[src/rtl/sha256_schedule_stream.sv]
// SHA-256 message-schedule streamer: expands a 512-bit block into W[0..63]
// through a 16-word sliding window, emitting one word per handshake.

package sigma_functions;

  function automatic logic [31:0] lower_sigma_zero(input logic [31:0] x);
    return {x[6:0], x[31:7]} ^ {x[17:0], x[31:18]} ^ {3'b000, x[31:3]};
  endfunction

  function automatic logic [31:0] lower_sigma_one(input logic [31:0] x);
    return {x[16:0], x[31:17]} ^ {x[18:0], x[31:19]} ^ {10'b0, x[31:10]};
  endfunction

endpackage

module sha256_schedule_stream (
  input  logic         clk,
  input  logic         rst,
  input  logic [0:511] block_in,
  input  logic         block_valid,
  output logic         block_ready,
  output logic [0:31]  w_out,
  output logic [5:0]   w_index,
  output logic         w_valid,
  input  logic         w_ready,
  output logic         w_last
);
  import sigma_functions::*;

  typedef enum logic {IDLE, RUN} state_t;

  state_t      state, state_next;
  logic [31:0] window [16];
  logic [5:0]  t;
  logic        load;
  logic        advance;
  logic [31:0] w_new;

  // Single-stage 4-input add; carries beyond bit 31 are dropped by width.
  assign w_new = lower_sigma_one(window[14]) + window[9]
               + lower_sigma_zero(window[1]) + window[0];

  always_comb begin
    state_next  = state;
    block_ready = 1'b0;
    w_valid     = 1'b0;
    w_last      = 1'b0;
    w_out       = '0;
    w_index     = '0;
    load        = 1'b0;
    advance     = 1'b0;
    case (state)
      IDLE: begin
        block_ready = 1'b1;
        if (block_valid) begin
          load       = 1'b1;
          state_next = RUN;
        end
      end
      RUN: begin
        w_valid = 1'b1;
        w_out   = window[0];
        w_index = t;
        w_last  = (t == 6'd63);
        if (w_ready) begin
          advance = 1'b1;
          if (t == 6'd63) state_next = IDLE;
        end
      end
      default: state_next = IDLE;
    endcase
  end

  always_ff @(posedge clk) begin
    if (rst) begin
      state <= IDLE;
      t     <= '0;
      for (int unsigned k = 0; k < 16; k++) window[k] <= '0;
    end else begin
      state <= state_next;
      if (load) begin
        t <= '0;
        for (int unsigned k = 0; k < 16; k++) window[k] <= block_in[32*k +: 32];
      end else if (advance) begin
        // t wraps 63 -> 0, leaving the index ready for the next block.
        t <= t + 6'd1;
        for (int unsigned k = 0; k < 15; k++) window[k] <= window[k+1];
        window[15] <= w_new;
      end
    end
  end

endmodule

[config.mk]
export PLATFORM = sky130hd
export DESIGN_NAME = sha256_schedule_stream
export DESIGN_NICKNAME = d
export VERILOG_FILES = /design/src/rtl/sha256_schedule_stream.sv
export SDC_FILE = /design/constraint.sdc
export NUM_CORES = 1
export LEC_CHECK = 0
export BUFFER_PORTS_ARGS = -buffer_cell sky130_fd_sc_hd__buf_2
export CAP_MARGIN = 20
export CORE_MARGIN = 10
export CORE_UTILIZATION = 55
export DETAILED_ROUTE_END_ITERATION = 6
export HOLD_SLACK_MARGIN = 0.06
export MAX_ROUTING_LAYER = met4
export PLACE_DENSITY_LB_ADDON = 0.15
export SYNTH_ARGS = -nofsm -noshare
export SYNTH_HDL_FRONTEND = slang
export SYNTH_SLANG_ARGS = --single-unit
[constraint.sdc]
create_clock -name clk -period 8.7 [get_ports clk]
set_input_delay 1.305 -clock clk [delete_from_list [all_inputs] [get_ports clk]]
set_output_delay 1.305 -clock clk [all_outputs]
set_load 0.05 [all_outputs]
Word-level counts from Yosys, hierarchy flattened
Memories as Yosys holds them, arrays and structs flattened.
Cells that the tools add are included.
W data, S select, Z words.
{"block": "totals", "reg_bits": 7, "ramBits": 512, "input_bits": 516, "mem_count": 1}
{"name": "window", "depth": 16, "word_bits": 32, "rd": 16, "rd_clocked_by_memory_dff": 0, "wr": 16, "line": "33", "source": "logic [31:0] window [16];"}
{"block": "classes", "addsub": 4, "eq_ne": 1, "mux": 53, "n_bitwise": 37, "reduce_logical": 1}
{"cell": "$mux W32", "n": 33}
{"cell": "$add A32 B32 Y32", "n": 3}
{"cell": "$xor A32 B32 Y32", "n": 2}
{"cell": "$or A1 B1 Y1", "n": 32}
{"cell": "$xor A32 B22 Y32", "n": 1}
{"cell": "$xor A32 B29 Y32", "n": 1}
{"cell": "$mux W1", "n": 18}
{"cell": "$add A6 B1 Y6 const B", "n": 1}
{"cell": "$eq A6 B6 Y1 const B", "n": 1}
{"cell": "$mux W6", "n": 1}
{"cell": "$pmux W1 S2", "n": 1}
{"cell": "$reduce_or A2 Y1", "n": 1}
{"cell": "$not A1 Y1", "n": 1}

Logic depth before layout (Yosys ltp)
Gate-level depths: netlist of run 1.
{"block": "logic_depth", "ltp_word": 7, "depth_mapped": 16, "mapped_depth_nobuf": 16}

Least setup slack after synthesis of run 1
OpenSTA, ideal clock, no wires.
{"block": "synth_path", "path_kind": "in2reg", "startpoint": "in rst", "endpoint": "mem window[1][0] (enable)", "setup_time_ns": 1.752, "arrival_ns": 5.803, "required_ns": 6.948, "slack_ns": 1.145, "path_stages": 5, "cell_sequence": "clkbuf_1 -> buf_6 -> nor2_2 -> clkbuf_1 -> nand2_1"}
{"item": "start: declaration", "line": "18", "source": "input logic rst,"}
{"item": "end: declaration", "line": "33"}

==> results.sh, run 1 <==
export IMPL_status="complete, no violations"
export IMPL_p_leak_uw=0.01330
export IMPL_area_delta_synth_final_pct=18.69
export IMPL_rsz0062_at_grt="false"
export IMPL_worstMarginPinSlew_ps=1070
export IMPL_ir_drop_mv=0.1675
export IMPL_netlist_area_um2=26240
export IMPL_synth_distinct_cells=62
export IMPL_initial_utilization_pct=56.01
export IMPL_fp_dieH_um=238.4
export IMPL_endpoint_kind="flop"
export IMPL_p_sw_share_pct=36.73
export IMPL_worstHoldPathType="flop to flop"
export IMPL_cts_buffers=54
export IMPL_core_um2=46850
export IMPL_arrival_ps=5400
export IMPL_yosysWarnings=0
export IMPL_fin_ws_ps=3727
export IMPL_final_setup_viol_count=0
export IMPL_grt_pass1_vias=19550
export IMPL_power_frac_clock_pct=26.3
export IMPL_final_cell_mix="buf_2, edfxtp_1, nand2_1"
export IMPL_totalWireLength_um=93820
export IMPL_ff2ff_setup_slack_ps=3730
export IMPL_timing_rr_end="window[15][31]"
export IMPL_worst_skew_pair_late_latency_ps=610
export IMPL_worstSetupPathType="flop to flop"
export IMPL_async_flop_share_pct=0
export IMPL_antenna_found_initial=12
export IMPL_dpl_hpwl_um=71260
export IMPL_pwr_share_comb_pct=36.8
export IMPL_clockRootBuffer="clkbuf_16"
export IMPL_pre_cts_slack_ps=3851
export IMPL_min_period_over_period_pct=57.16
export IMPL_viasPerCell=6.006
export IMPL_critPathRequiredTime_ps=9120
export IMPL_ios=557
export IMPL_post_route_min_period_ps=4973
export IMPL_port_buffers=556
export IMPL_synth_edff_count=512
export IMPL_synthTopCellsByArea="edfxtp_1, a22o_1, nand2_1"
export IMPL_path_max_fanout=4
export IMPL_placementRows=79
export IMPL_worstSetupStartpointType="flop"
export IMPL_post_cts_buffers=0
export IMPL_finalHoldViolCount=0
export IMPL_final_common_cell="buf_2"
export IMPL_yosys_area_top_type="edfxtp_1"
export IMPL_fmax_mhz=201.1
export IMPL_vias=20100
export IMPL_skew_ps=24.21
export IMPL_cts_num_sinks=519
export IMPL_synth_nets=2806
export IMPL_synth_seq_cells=519
export IMPL_grt_pass1_wl_um=131000
export IMPL_hold_end="t[1]"
export IMPL_synth_top_area_share_pct=58.59
export IMPL_die_width_um=238.4
export IMPL_ys_seq_area_share_pct=59.13
export IMPL_firstDrtPassIters=5
export IMPL_rr_worst_depth=16
export IMPL_fin_tns_setup_ps=0
export IMPL_syn_inst=2196
export IMPL_p_switching_uw=3194
export IMPL_drc=0
export IMPL_design_die_area_um2=56850
export IMPL_grt_start_max_net_pins=184
export IMPL_slew_headroom_pct=28.68
export IMPL_routedWlPerCell_um=28.04
export IMPL_pwr_share_seq_pct=36.9
export IMPL_drt_initial_drc_count=2672
export IMPL_hold_depth=2
export IMPL_p_int_uw=5501
export IMPL_hold_start="t[1]"
export IMPL_avgSynthCellArea_um2=11.95
export IMPL_htree_levels=2
export IMPL_r2r_start="window[14][18]"
export IMPL_fin_nets=3287
export IMPL_path_clk_slew_ps=60
export IMPL_grtUsageTotal_pct=32.69
export IMPL_synthFlopType="edfxtp_1"
export IMPL_hold_buffers=0
export IMPL_grt_overflow_total=0
export IMPL_final_antenna_net_count=0
export IMPL_finalMaxSlewViolations=0
export IMPL_p_per_area_nw_per_um2=279.2
export IMPL_gp_congestion=0.9872
export IMPL_tritoncts="done"
export IMPL_clockBufferDepth=3
export IMPL_drive_above_1_share_pct=24.69
export IMPL_ctsResizeCount=0
export IMPL_drv_cap=0
[stage by stage]
| stage | cells | instance area (um2) | util (%) | hold slack, ps | total power (uW) |
|---|---|---|---|---|---|
| final | 3346 | 31140 | 66.47 | 509.6 | 8695 |
| after detailed placement | 3228 | 29380 | 62.70 | 508.4 | 6336 |
| after global placement | 3228 | 29380 | 62.70 | 477.6 | 6346 |
| after floorplan | 2196 | 26240 | - | 462.1 | 5328 |
| after global routing | 3340 | 31130 | 66.44 | 529.1 | 9072 |
| after CTS | 3329 | 31100 | 66.38 | 511.6 | 8620 |
[synth_stat cells (all sizes together), types with 13 or more instances]
library cell and count:
a22o 319, fa 62, a21o 14, nand2 391, and2 13, buf 13, xnor2 119, xor2 23
inv 150, ha 32, nor2 58, clkbuf 136, nor3 13, edfxtp 512, nand3 13, a21oi 206
o21ai 28
[flip-flops by register name (all words and copies together), names as in the netlist]
signal,flops
window,512
t,6
state,1
[worst max path at each step]
stage	startpoint	endpoint	slack, ps	depth (start not counted)
4_1_cts	window[14][18]	window[15][31]	3820	16
2_1_floorplan	rst	window[1][0]	1140	5
5_1_grt	window[1][4]	window[15][31]	3510	16
6_report	window[14][18]	window[15][31]	3730	16
3_3_place_gp	window[14][18]	window[15][31]	3920	16
3_5_place_dp	window[14][18]	window[15][31]	3850	16
[kinds of logic (layout without fill, tap and decap cells)]
kind of cell | Yosys count | after routing | synth area share [%]
simple gates | 520 | 520 | 8.106
compound gates | 620 | 620 | 17.17
flops | 519 | 519 | 59.13
mux | 2 | 2 | 0.07630
buf+inv | 299 | 825 | 4.525
fa+ha+maj | 94 | 94 | 6.256
other cells | 0 | 17 | 0
xor+xnor | 142 | 142 | 4.740
[critical path: stages (launching register included)]
cell       delay (ps)
edfxtp_1          480
xnor2_1           180
xnor2_1           270
fa_1              470
inv_1              80
fa_1              410
inv_1              70
ha_1              160
inv_1              70
fa_1              430
and2b_1           250
o2111ai_1         150
a211oi_1          680
a31oi_1           320
o31ai_1           390
xnor2_1           130
a211oi_1          260
[power groups by stage]
stage                     registers, uW  clock network, uW  logic (uW)
after floorplan                    3210                  0        2120
after CTS                          3210               2300        3110
after detailed placement           3260                  0        3080
after global placement             3250                  0        3100
final                              3210               2290        3200
after global routing               3220               2400        3450
[area by class of cell]
class,count,area (um2)
timing repair buffer,574,2962
clock inverter,34,325.3
antenna,17,42.54
clock buffer,67,1400
inverter,150,563.0
sequential,519,15510
multi-input combinational,1378,9578
fill,3668,15710
tap,607,759.5
[layer usage]
metal / vias up / global-route usage, % / part of all wire (%)
met1: 9846 / 42.23 / 39
met4: 0 / 11.28 / 3.5
met3: 161 / 7.319 / 9.6
met5: - / - / 0
met2: 1139 / 50.43 / 48
li1: 8951 / - / -
Note: power is estimated with default switching activity, not from simulation.
==> run 2, diff against run 1 <==
--- a/config.mk
+++ b/config.mk
@@ -8,7 +8,7 @@
 export BUFFER_PORTS_ARGS = -buffer_cell sky130_fd_sc_hd__buf_2
 export CAP_MARGIN = 20
 export CORE_MARGIN = 10
-export CORE_UTILIZATION = 55
+export CORE_UTILIZATION = 50
 export DETAILED_ROUTE_END_ITERATION = 6
 export HOLD_SLACK_MARGIN = 0.06
 export MAX_ROUTING_LAYER = met4
==> constraint.sdc (replaced) <==
create_clock -name clk -period 4.2 [get_ports clk]
set_input_delay 0.63 -clock clk [delete_from_list [all_inputs] [get_ports clk]]
set_output_delay 0.63 -clock clk [all_outputs]
set_load 0.05 [all_outputs]
==> run 2 against run 1 <==
The run now ends with setup timing left. Worst setup slack got worse by 3800 ps. Routed wire length grew 4.4%. Sequential power increased by 110%. Non-clock buffer count rose by 158. Via count rose by 3.1%. Maximum frequency is 17% higher. Core utilization down 2.5 points. Die area is 9.1% higher. First-iteration DRC count is 21% lower. Flip-flop and latch count unchanged. Combinational power grew to 2.7 times the previous value. Sequential share of layout area fell by 2.8 points. Critical endpoint unchanged.
==> results.sh, run 2 (synthesis results as in run 1) <==
export IMPL_vias=20710
export IMPL_arrival_ps=4560
export IMPL_core_um2=51610
export IMPL_gp_congestion=0.9701
export IMPL_ios=557
export IMPL_rsz0062_at_grt="true"
export IMPL_initial_utilization_pct=50.84
export IMPL_hold_buffers=0
export IMPL_cp_num_buf_inv=4
export IMPL_grt_start_max_net_pins=183
export IMPL_drv_cap=0
export IMPL_fin_ws_ps=-41.99
export IMPL_dpl_hpwl_um=75410
export IMPL_routedWlPerCell_um=27.40
export IMPL_reg_top3="window x512, t x6, state x1"
export IMPL_viasPerCell=5.795
export IMPL_fin_nets=3445
export IMPL_endpoint_kind="flop"
export IMPL_drt_initial_drc_count=2101
export IMPL_use_met1_pct=39.63
export IMPL_final_setup_viol_count=4
export IMPL_r2r_start="window[14][11]"
export IMPL_clockRootBuffer="clkbuf_16"
export IMPL_slew_headroom_pct=23.13
export IMPL_critPathRequiredTime_ps=4510
export IMPL_firstDrtPassIters=5
export IMPL_cp_endpoint="window[15][31]"
export IMPL_busiest_layer="met2"
export IMPL_placementRows=83
export IMPL_grtUsageTotal_pct=30.92
export IMPL_final_util_pct=63.95
export IMPL_status="complete, but fails checks"
export IMPL_hold_depth=2
export IMPL_crit_slowest_cell="fa_1"
export IMPL_grt_pass1_vias=20360
export IMPL_drc=0
export IMPL_path_depth=17
export IMPL_timing_rr_end="window[15][31]"
export IMPL_path_max_fanout=3
export IMPL_post_route_min_period_ps=4242
export IMPL_ff2ff_setup_slack_ps=-40
export IMPL_grt_pass1_wl_um=138400
export IMPL_p_per_area_nw_per_um2=600.5
export IMPL_port_buffers=556
export IMPL_finalHoldViolCount=0
export IMPL_totalWireLength_um=97920
export IMPL_worstSetupPathType="flop to flop"
export IMPL_cts_buffers=54
export IMPL_largest_reg_flops=512
export IMPL_use_met2_pct=49.54
export IMPL_skew_ps=17.63
export IMPL_p_leak_uw=0.01427
export IMPL_worstHoldPathType="input pin to flop"
export IMPL_cts_num_sinks=519
export IMPL_antenna_found_initial=15
export IMPL_tritoncts="done"
export IMPL_path_clk_slew_ps=70
export IMPL_gr_usage_met3_pct=5.601
export IMPL_fmax_mhz=235.7
export IMPL_pre_cts_slack_ps=-168.6
export IMPL_worst_skew_pair_late_latency_ps=600
export IMPL_die_width_um=249.1
export IMPL_min_period_over_period_pct=101.0
export IMPL_final_cell_mix="buf_2, edfxtp_1, nand2_1"
export IMPL_rr_worst_depth=17
export IMPL_cp_startpoint="window[14][11]"
export IMPL_max_stage_delay_ps=560
export IMPL_design_die_area_um2=62040
export IMPL_hold_ws_ps=288.3
export IMPL_worstPathCellList="xnor2_2, xnor2_2, fa_1, inv_2, fa_1, inv_1, ha_2, inv_2, fa_2, and2b_1, o2111ai_2, a211oi_2, buf_4, a31oi_4, o31ai_2, xnor2_1, a211oi_2"
export IMPL_regMostFlops="window"
export IMPL_worstMarginPinSlew_ps=1153
export IMPL_violations="setup timing"
export IMPL_grt_overflow_total=0
export IMPL_area_delta_synth_final_pct=25.78
export IMPL_ir_drop_mv=0.3413
export IMPL_worstSetupStartpointType="flop"
export IMPL_cp_top_family="adder cells"
export IMPL_clockBufferDepth=3
export IMPL_final_antenna_net_count=0
export IMPL_htree_levels=2
export IMPL_drive_above_1_share_pct=30.92
export IMPL_final_common_cell="buf_2"
export IMPL_finalMaxSlewViolations=0
export IMPL_fp_dieH_um=249.1
-- run 2: changes by cell type in the layout (fill, tap and decap cells not counted), moves of 7 or more --
cell	delta
buf_12	+9
buf_4	+147
ha_1	-7
o21ai_0	-12
o21ai_1	+8
xnor2_1	-29
xnor2_2	+27
-- run 2: worst register-to-register path, stage by stage, from the launching register on --
cell and delay, ps:
edfxtp_1 440, xnor2_2 180, xnor2_2 180, fa_1 560
inv_2 40, fa_1 450, inv_1 80, ha_2 190
inv_2 40, fa_2 330, and2b_1 230, o2111ai_2 160
a211oi_2 220, buf_4 190, a31oi_4 90, o31ai_2 270
xnor2_1 190, a211oi_2 110
-- run 2: power breakdown --
group	leakage (uW)	switching (uW)	total (uW)	internal, uW
clock network	0.000833	2050	4730	2680
registers	0.00563	293	6610	6310
logic	0.00780	4890	8490	3600
total	0.0143	7230	19800	12600
-- run 2: worst min path at each step --
stage	slack [ps]	startpoint	end
6_report	290	w_ready	state
2_1_floorplan	460	t[1]	t[1]
5_1_grt	300	w_ready	state
3_5_place_dp	510	t[1]	t[1]
4_1_cts	270	w_ready	state
3_3_place_gp	480	t[1]	t[1]
-- run 2: cell type report --
type | instances | area, um2
Tap cell | 680 | 850.8
Antenna cell | 16 | 40.04
Clock inverter | 26 | 212.7
Inverter | 150 | 563.0
Multi-Input combinational cell | 1378 | 10060
Timing Repair Buffer | 732 | 4268
Sequential cell | 519 | 15510
Fill cell | 4178 | 18610
Clock buffer | 73 | 1495
-- run 2: through the flow --
stage	instance area (um2)	instances	TNS, ps	total power [uW]
floorplan	26260	2196	0	10990
global placement	30630	3438	-316.2	14260
detailed placement	30630	3438	-1133	14250
CTS	32690	3554	-24.67	19280
global route	33000	3572	-1148	20670
finish	33000	3574	-71.70	19820
-- run 2: layer usage --
layer	wire [um]	share of wire, %
met1	38800	40
met2	47920	49
met3	8064	8.2
met4	3134	3.2
met5	0	0
-- run 2: repair_timing --
item	CTS	global route
resized for setup	40	48
buffers inserted	17	5
endpoints found under the setup margin	14	21
pin swaps	12	21
==> run 3, diff against run 2 <==
--- a/config.mk
+++ b/config.mk
@@ -7,8 +7,10 @@
 export LEC_CHECK = 0
 export BUFFER_PORTS_ARGS = -buffer_cell sky130_fd_sc_hd__buf_2
 export CAP_MARGIN = 20
+export CELL_PAD_IN_SITES_DETAIL_PLACEMENT = 1
+export CELL_PAD_IN_SITES_GLOBAL_PLACEMENT = 2
 export CORE_MARGIN = 10
-export CORE_UTILIZATION = 50
+export CORE_UTILIZATION = 33
 export DETAILED_ROUTE_END_ITERATION = 6
 export HOLD_SLACK_MARGIN = 0.06
 export MAX_ROUTING_LAYER = met4
==> run 3 against run 2 <==
The flow still finishes with violations (setup timing). Register-to-register slack better by 30 ps. Count of clock-buffer cells in the layout is 3 lower. Power is 8.8% higher. Combinational power grew 13%. Worst setup slack better by 26 ps. Global-route usage decreased by 6.3 points. Via count is 0.14% lower. Cell count increased by 13%. Final area up 5.0%. Clock skew is 23 ps higher. Critical endpoint is now window[15][30]. Highest routed layer unchanged.
==> results.sh, run 3 (synthesis results as in run 1) <==
export IMPL_dpl_hpwl_um=88160
export IMPL_cts_num_sinks=519
export IMPL_worstSetupPathType="flop to flop"
export IMPL_vias=20680
export IMPL_worstHoldPathType="input pin to flop"
export IMPL_violations="setup timing"
export IMPL_htree_levels=2
export IMPL_port_buffers=556
export IMPL_worst_skew_pair_late_latency_ps=660
export IMPL_fin_ws_ps=-16.45
export IMPL_hold_buffers=0
export IMPL_worstSetupStartpointType="flop"
export IMPL_status="complete, but fails checks"
export IMPL_clockRootBuffer="clkbuf_16"
export IMPL_path_clk_slew_ps=60
export IMPL_p_leak_uw=0.01477
export IMPL_seqCellArea_um2=15510
export IMPL_ir_drop_mv=0.3439
export IMPL_slew_headroom_pct=31.88
export IMPL_rsz0062_at_grt="true"
export IMPL_drive_above_1_share_pct=34.15
export IMPL_finalMaxSlewViolations=0
export IMPL_drc=0
export IMPL_p_per_area_nw_per_um2=622.2
export IMPL_finalPower_uw=21560
export IMPL_grt_pass1_wl_um=157800
export IMPL_area_delta_synth_final_pct=32.06
export IMPL_grt_pass1_vias=21940
export IMPL_firstDrtPassIters=5
export IMPL_largest_reg_flops=512
export IMPL_placementRows=103
export IMPL_totalWireLength_um=113700
export IMPL_final_setup_viol_count=1
export IMPL_regMostFlops="window"
export IMPL_grtUsageTotal_pct=24.59
export IMPL_final_util_pct=43.94
export IMPL_tritoncts="done"
export IMPL_arrival_ps=4600
export IMPL_ios=557
export IMPL_initial_utilization_pct=33.27
export IMPL_fillers=8602
export IMPL_dpl_cell_area_um2=31380
export IMPL_final_cell_mix="buf_2, edfxtp_1, nand2_1"
export IMPL_clockBufferDepth=3
export IMPL_worstMarginPinSlew_ps=1022
export IMPL_drt_initial_drc_count=1645
export IMPL_fp_dieH_um=302.0
export IMPL_finalHoldViolCount=0
export IMPL_viasPerCell=5.136
export IMPL_die_width_um=302.0
export IMPL_fin_nets=3506
export IMPL_final_area_um2=34650
export IMPL_antenna_found_initial=46
export IMPL_min_period_over_period_pct=100.4
export IMPL_skew_ps=40.77
export IMPL_critPathRequiredTime_ps=4580
export IMPL_design_die_area_um2=91190
export IMPL_core_um2=78870
export IMPL_post_route_min_period_ps=4216
export IMPL_routedWlPerCell_um=28.23
export IMPL_endpoint_kind="flop"
export IMPL_grt_start_max_net_pins=185
export IMPL_cts_buffers=61
export IMPL_gp_congestion=0.9239
export IMPL_final_antenna_net_count=0
export IMPL_path_max_fanout=3
export IMPL_multi_input_area_um2=10470
export IMPL_drv_cap=0
export IMPL_fmax_mhz=237.2
export IMPL_final_common_cell="buf_2"
export IMPL_reg_top3="window x512, t x6, state x1"
export IMPL_grt_overflow_total=0
run 3: changes by cell type in the layout (fill, tap and decap cells not counted), moves of 6 or more:
cell	previous run	this run
buf_4	162	205
diode_2	16	31
xnor2_1	90	75
xnor2_2	27	40
buf_6	3	12
ha_1	25	16
a21oi_1	201	194
ha_4	5	12
clkinv_1	12	18
run 3: worst paths after layout:
kind	startpoint	depth (start not counted)	to	slack, ps
max	window[1][13]	16	window[15][30]	-20
min	w_ready	2	state	240
max reg2reg	window[1][13]	16	window[15][30]	-20
min reg2reg	window[6][28]	1	window[5][28]	500
run 3: layer usage:
layer,routed length [um],GRT usage (%),up-vias
li1,-,-,9423
met1,48770,31.34,10440
met2,55530,39.61,687
met3,6892,5.018,136
met4,2486,6.449,0
met5,0,-,-
run 3: through the flow:
step | setup TNS (ps) | hold WS, ps | worst slack (ps) | instances
after floorplan | 0 | 462.1 | 68.81 | 2196
after global routing | -1106 | 242.7 | -129.5 | 4023
after global placement | -2124 | 480.6 | -260.2 | 3843
final | -16.45 | 244.0 | -16.45 | 4027
after detailed placement | -2748 | 491.9 | -304.9 | 3843
after CTS | -513.3 | 210.3 | -88.58 | 3971
run 3: area by class of cell:
| type | count | area share, % |
|---|---|---|
| diodes | 31 | 0.2239 |
| repair buffers | 786 | 13.66 |
| multi-input cells | 1378 | 30.22 |
| inverters | 150 | 1.625 |
| flip-flops and latches | 519 | 44.77 |
| well taps | 1050 | 3.791 |
| clock inverters | 43 | 1.206 |
| clock buffers | 70 | 4.503 |
run 3: report_power, final:
group | switching, uW | internal, uW | leakage, uW | total [uW]
logic | 5390 | 4210 | 0.00819 | 9600
clock network | 2280 | 3030 | 0.000953 | 5320
registers | 328 | 6320 | 0.00563 | 6650
total | 8000 | 13600 | 0.0148 | 21600
run 3: timing repair:
action,CTS,global route
endpoints found under the setup margin,20,25
pin swaps,30,39
resized for setup,68,94
setup buffers,17,27
run 3: critical path, cell delays in order, from the launching register on:
cell and delay (ps):
edfxtp_1 490, buf_4 190, xnor2_2 200, xnor2_2 130, buf_4 160, fa_1 510, inv_1 50, fa_1 390
inv_2 90, ha_4 210, and3_2 220, and3_4 190, o211ai_4 90, a21oi_4 100, or4_4 500, o21a_1 180
a32o_2 270
